==> src/rtl/alu_req_issuer.sv <==
// Request-side driver for a combinational ALU: one registered issue stage feeding the
// ALU, an in-order response FIFO capturing its result, and sticky overflow / op-count status.
module alu_req_issuer #(
   parameter int WIDTH = 32,
   parameter int TAG_W = 4,
   parameter int DEPTH = 2,
   parameter int CNT_W = 16
) (
   input  logic             clk_i,
   input  logic             rst_ni,
   input  logic             req_valid_i,
   output logic             req_ready_o,
   input  logic [WIDTH-1:0] req_a_i,
   input  logic [WIDTH-1:0] req_b_i,
   input  logic [3:0]       req_op_i,
   input  logic [TAG_W-1:0] req_tag_i,
   output logic [WIDTH-1:0] alu_a_o,
   output logic [WIDTH-1:0] alu_b_o,
   output logic [3:0]       alu_op_o,
   input  logic [WIDTH-1:0] alu_y_i,
   input  logic [3:0]       alu_flags_i,
   output logic             rsp_valid_o,
   input  logic             rsp_ready_i,
   output logic [WIDTH-1:0] rsp_y_o,
   output logic [3:0]       rsp_flags_o,
   output logic [TAG_W-1:0] rsp_tag_o,
   output logic             rsp_err_o,
   input  logic             stat_clr_i,
   output logic             stat_ovf_o,
   output logic [CNT_W-1:0] stat_ops_o
);
   localparam int AW = (DEPTH > 1) ? $clog2(DEPTH) : 1;
   localparam logic [AW:0] CNT_FULL = (AW+1)'(DEPTH);

   typedef struct packed {
      logic [WIDTH-1:0] y;
      logic [3:0]       flags;
      logic [TAG_W-1:0] tag;
      logic             err;
   } rsp_t;

   logic             v1_q, v1_d;
   logic [WIDTH-1:0] a_q, a_d, b_q, b_d;
   logic [3:0]       op_q, op_d;
   logic [TAG_W-1:0] tag_q, tag_d;
   logic [AW-1:0]    wr_q, wr_d, rd_q, rd_d;
   logic [AW:0]      count_q, count_d;
   logic             ovf_q, ovf_d;
   logic [CNT_W-1:0] ops_q, ops_d;
   rsp_t             mem_q [DEPTH];
   rsp_t             head, wdata;
   logic             push, pop, accept, ovf_set;

   assign pop         = rsp_valid_o && rsp_ready_i;
   assign push        = v1_q && ((count_q != CNT_FULL) || pop);
   assign req_ready_o = !v1_q || push;
   assign accept      = req_valid_i && req_ready_o;
   assign ovf_set     = push && alu_flags_i[1];
   assign wdata       = '{y: alu_y_i, flags: alu_flags_i, tag: tag_q, err: (op_q > 4'd1)};

   always_comb begin
      v1_d    = v1_q;
      a_d     = a_q;
      b_d     = b_q;
      op_d    = op_q;
      tag_d   = tag_q;
      wr_d    = wr_q;
      rd_d    = rd_q;
      count_d = count_q;
      ovf_d   = ovf_q;
      ops_d   = ops_q;
      // Operands only move on accept so the ALU inputs stay stable while idle.
      if (accept) begin
         v1_d  = 1'b1;
         a_d   = req_a_i;
         b_d   = req_b_i;
         op_d  = req_op_i;
         tag_d = req_tag_i;
      end else if (push) begin
         v1_d = 1'b0;
      end
      if (push) wr_d = wr_q + 1'b1;
      if (pop)  rd_d = rd_q + 1'b1;
      case ({push, pop})
         2'b10:   count_d = count_q + 1'b1;
         2'b01:   count_d = count_q - 1'b1;
         default: count_d = count_q;
      endcase
      if (ovf_set)         ovf_d = 1'b1;
      else if (stat_clr_i) ovf_d = 1'b0;
      if (stat_clr_i) ops_d = push ? CNT_W'(1) : '0;
      else if (push)  ops_d = ops_q + 1'b1;
   end

   always_ff @(posedge clk_i) begin
      if (!rst_ni) begin
         v1_q    <= 1'b0;
         a_q     <= '0;
         b_q     <= '0;
         op_q    <= '0;
         tag_q   <= '0;
         wr_q    <= '0;
         rd_q    <= '0;
         count_q <= '0;
         ovf_q   <= 1'b0;
         ops_q   <= '0;
      end else begin
         v1_q    <= v1_d;
         a_q     <= a_d;
         b_q     <= b_d;
         op_q    <= op_d;
         tag_q   <= tag_d;
         wr_q    <= wr_d;
         rd_q    <= rd_d;
         count_q <= count_d;
         ovf_q   <= ovf_d;
         ops_q   <= ops_d;
      end
   end

   // Storage needs no reset: reads are masked whenever the FIFO is empty.
   always_ff @(posedge clk_i) begin
      if (push) mem_q[wr_q] <= wdata;
   end

   assign head        = mem_q[rd_q];
   assign rsp_valid_o = (count_q != '0);
   assign rsp_y_o     = rsp_valid_o ? head.y     : '0;
   assign rsp_flags_o = rsp_valid_o ? head.flags : '0;
   assign rsp_tag_o   = rsp_valid_o ? head.tag   : '0;
   assign rsp_err_o   = rsp_valid_o ? head.err   : 1'b0;

   assign alu_a_o    = a_q;
   assign alu_b_o    = b_q;
   assign alu_op_o   = op_q;
   assign stat_ovf_o = ovf_q;
   assign stat_ops_o = ops_q;
endmodule
==> config.mk <==
export PLATFORM = sky130hd
export DESIGN_NAME = alu_req_issuer
export DESIGN_NICKNAME = d
export VERILOG_FILES = /design/src/rtl/alu_req_issuer.sv
export SDC_FILE = /design/constraint.sdc
export NUM_CORES = 1
export LEC_CHECK = 0
export BUFFER_PORTS_ARGS = -buffer_cell sky130_fd_sc_hd__clkbuf_2
export CAP_MARGIN = 10
export CORE_AREA = 2 2 120 122
export CTS_CLUSTER_DIAMETER = 200
export DETAILED_ROUTE_END_ITERATION = 6
export DIE_AREA = 0 0 122 124
export GPL_ROUTABILITY_DRIVEN = 0
export PLACE_DENSITY = 0.82
export SYNTH_ARGS = -nofsm -noshare
export SYNTH_HDL_FRONTEND = slang
export SYNTH_SLANG_ARGS = --single-unit
==> constraint.sdc <==
create_clock -name clk_i -period 3.56 [get_ports clk_i]
set_input_delay 0.534 -clock clk_i [delete_from_list [all_inputs] [get_ports clk_i]]
set_output_delay 0.534 -clock clk_i [all_outputs]
set_load 0.05 [all_outputs]
==> impl_metrics.csv <==
group,metric,value,unit
sta,rsz0062_at_grt,"no",
logic_synthesis,mappedNetlistArea,6810,um^2
floorplanning,die_w,122,um
detailed_routing,drc,0,
cts,clk_latency,0.42,ns
logic_synthesis,synthCells,617,
cts,clock-sinks,177,
power,power,4.71,mW
cts,clk_pin_slew,0.07,ns
floorplanning,rows,43,
floorplanning,start_util,49.6,%
setup_path,cp_slowest_cell,"nor2_4",
sta,tns,0,ns
logic_synthesis,ys.flop_type,"dfxtp_1",
logic_synthesis,yosysWarnings,0,
logic_synthesis,yosysSeqAreaShare,64.1,%
power,power_density,536,nW/um^2
sta,slew_viol_final,0,
sta,layout_min_cycle_time,2.57,ns
detailed_routing,drtIter0Drc,260,
global_route,overflow,0,
flow_run,drv_cap,0,
detailed_routing,num_vias,5154,
sta,finClkSkew,0.0121,ns
cts,cts_tree,"yes",
global_route,track_usage,19.5,%
floorplanning,dieArea,15100,um^2
placed_design,place_inst,1004,
cts,cts_buffer_depth,2,
sta,worstMarginPinSlew,0.964,ns
cts,cts-resized-gates,0,
setup_path,worst-setup-path-type,"flop to output port",
logic_synthesis,synth_top_area_share,36.2,%
setup_path,crit_arrival,2.04,ns
sta,finalCritPeriodShare,72.2,%
detailed_routing,drtPass1Iterations,4,
sta,hold_ws,0.299,ns
setup_path,cp_top_family,"simple AND/OR/NAND/NOR gates",
logic_synthesis,synth_most_common_cell,"nand2_1",
global_route,grt_first_pass_wirelength,22.9,mm
sta,hold_violations,0,
cts,postCtsHoldBufs,0,
cts,htreeDepth,4,
detailed_routing,ant_nets,0,
global_route,grt_max_degree,81,
logic_synthesis,ys_ff_latch,177,
logic_synthesis,async_flop_share,0,%
detailed_routing,post_drt_wl_per_cell,14.4,um
setup_path,worst-endpoint-required,3.03,ns
sta,max_slew_margin,35.6,%
logic_synthesis,synth_edf_count,82,
final_layout,fillers,1108,
setup_path,crit_buf_inv,2,
placed_design,placement.io_buffers,240,
power,vdd_drop_max,0.000290,V
setup_path,crit_path_cell_trace,"nor2_4 -> inv_1 -> clkbuf_2",
sta,setup_violations,0,
logic_synthesis,netlist_top_cells_count,"nand2_1, dfxtp_1, edfxtp_1",
final_layout,fin_cells,1036,
floorplanning,io_pins,241,
setup_path,worst_setup_path_start_kind,"flop",
detailed_routing,routed_wirelength,14.9,mm
power,p_leak,3.64,nW
logic_synthesis,syn_area_per_cell,11.0,um^2
logic_synthesis,syn_nets,731,
sta,max_freq,0.389,GHz
floorplanning,core,13700,um^2
setup_path,max_stage_delay,0.76,ns
final_layout,drive_above_1_share,33.2,%
outcome,status,"finished clean",
final_layout,diodes,0,
global_route,grt_pass1_vias,4797,
placed_design,hpwl,10.3,mm
setup_path,end_kind,"output port",
cts,cts_inserted_buffers,17,
final_layout,area_delta_synth_final,29.1,%
setup_path,crit_path_max_fanout,42,
detailed_routing,avgViaCountPerCell,4.97,
final_layout,nets,957,
cts,post_cts_buffers,0,
floorplanning,die_h,124,um
logic_synthesis,synth_cell_types,40,
global_route,antenna_found_initial,0,
hold_path,hold_path.class,"input pin to flop",
cts,cts_root_buffer,"clkbuf_16",
logic_synthesis,synth_area_leaders,"edfxtp_1, dfxtp_1, nand2_1",
logic_synthesis,synth_top_cell_by_area,"edfxtp_1",
-- cell usage in the layout (no fill, tap or decap), types with 3 or more instances in the layout --
cell	Yosys	routed
mux2i_1	41	41
xnor2_1	5	5
edfxtp_1	82	82
a21oi_1	11	11
dfxtp_1	95	94
clkbuf_16	0	17
buf_12	0	3
a21boi_0	73	73
or3_1	4	4
clkbuf_2	0	240
nor2b_1	3	3
bufinv_16	0	3
and2_1	5	4
o31ai_1	6	6
o21ai_0	3	3
inv_1	8	8
nand2_1	156	155
or4_1	6	6
nor2_1	51	49
inv_6	0	3
nand3_1	7	7
-- stage by stage --
stage	setup WS [ns]	cell area (um^2)	util (%)
after floorplan	0.577	6810	-
after global placement	1.14	8180	59.6
after detailed placement	1.08	8180	59.6
after CTS	0.932	8790	64.1
after global routing	0.838	8790	64.1
final	0.988	8790	64.1
-- worst reg2reg max path: stages, from the launching register on --
cell and delay, ns:
dfxtp_1 0.50, or3b_2 0.25, nand2_1 0.17, nor2_4 0.70
buf_4 0.36
-- power by group --
| group | total, mW | leakage (nW) | internal [mW] | switching, mW |
|---|---|---|---|---|
| combinational | 0.549 | 1.81 | 0.158 | 0.391 |
| clock | 1.91 | 0.291 | 1.12 | 0.786 |
| sequential | 2.26 | 1.54 | 2.21 | 0.0435 |
-- per-layer routing --
layer | vias up | routed length, um | global-route usage [%]
li1 | 2575 | - | -
met5 | - | 0 | 0
met1 | 2353 | 6400 | 24.5
met4 | 0 | 226 | 7.83
met2 | 207 | 7090 | 31.5
met3 | 19 | 1230 | 6.32
-- cell type report --
class                   count  area (um^2)  area share, %
multi-input cells         394         2280           26.0
inverters                   8         30.0          0.341
repair buffers            245         1280           14.5
clock inverters            13          180           2.05
well taps                 180          225           2.56
clock buffers              19          433           4.92
flip-flops and latches    177         4370           49.6
-- worst paths after layout --
kind                                endpoint  cells after the start  slack [ns]            from
worst max-delay path             rsp_valid_o                      3        0.99      count_q[1]
worst min-delay path             mem_q[0][8]                      1        0.30  alu_flags_i[3]
worst max register to register  mem_q[0][39]                      4        1.28      count_q[0]
worst min register to register   mem_q[1][4]                      0        0.46        tag_q[3]
-- logic make-up (layout without fill, tap and decap cells) --
| family | after synthesis | after routing | synth area share (%) |
|---|---|---|---|
| XOR/XNOR | 6 | 6 | 0.772 |
| multiplexers | 41 | 41 | 6.03 |
| AO/OA/AOI/OAI | 100 | 100 | 10.7 |
| AND/OR/NAND/NOR | 246 | 246 | 15.6 |
| adder cells (fa/ha/maj) | 1 | 1 | 0.184 |
| flip-flops | 177 | 177 | 64.1 |
| buffers and inverters | 46 | 285 | 2.66 |
-- sequential cells by signal (all words and copies together) (netlist names), 2 cells and up, named ones only --
| signal | count |
|---|---|
| alu_op_o | 4 |
| tag_q | 4 |
| mem_q | 82 |
| alu_b_o | 32 |
| count_q | 2 |
| alu_a_o | 32 |
| stat_ops_o | 16 |
(Power assumes the default switching activity.)
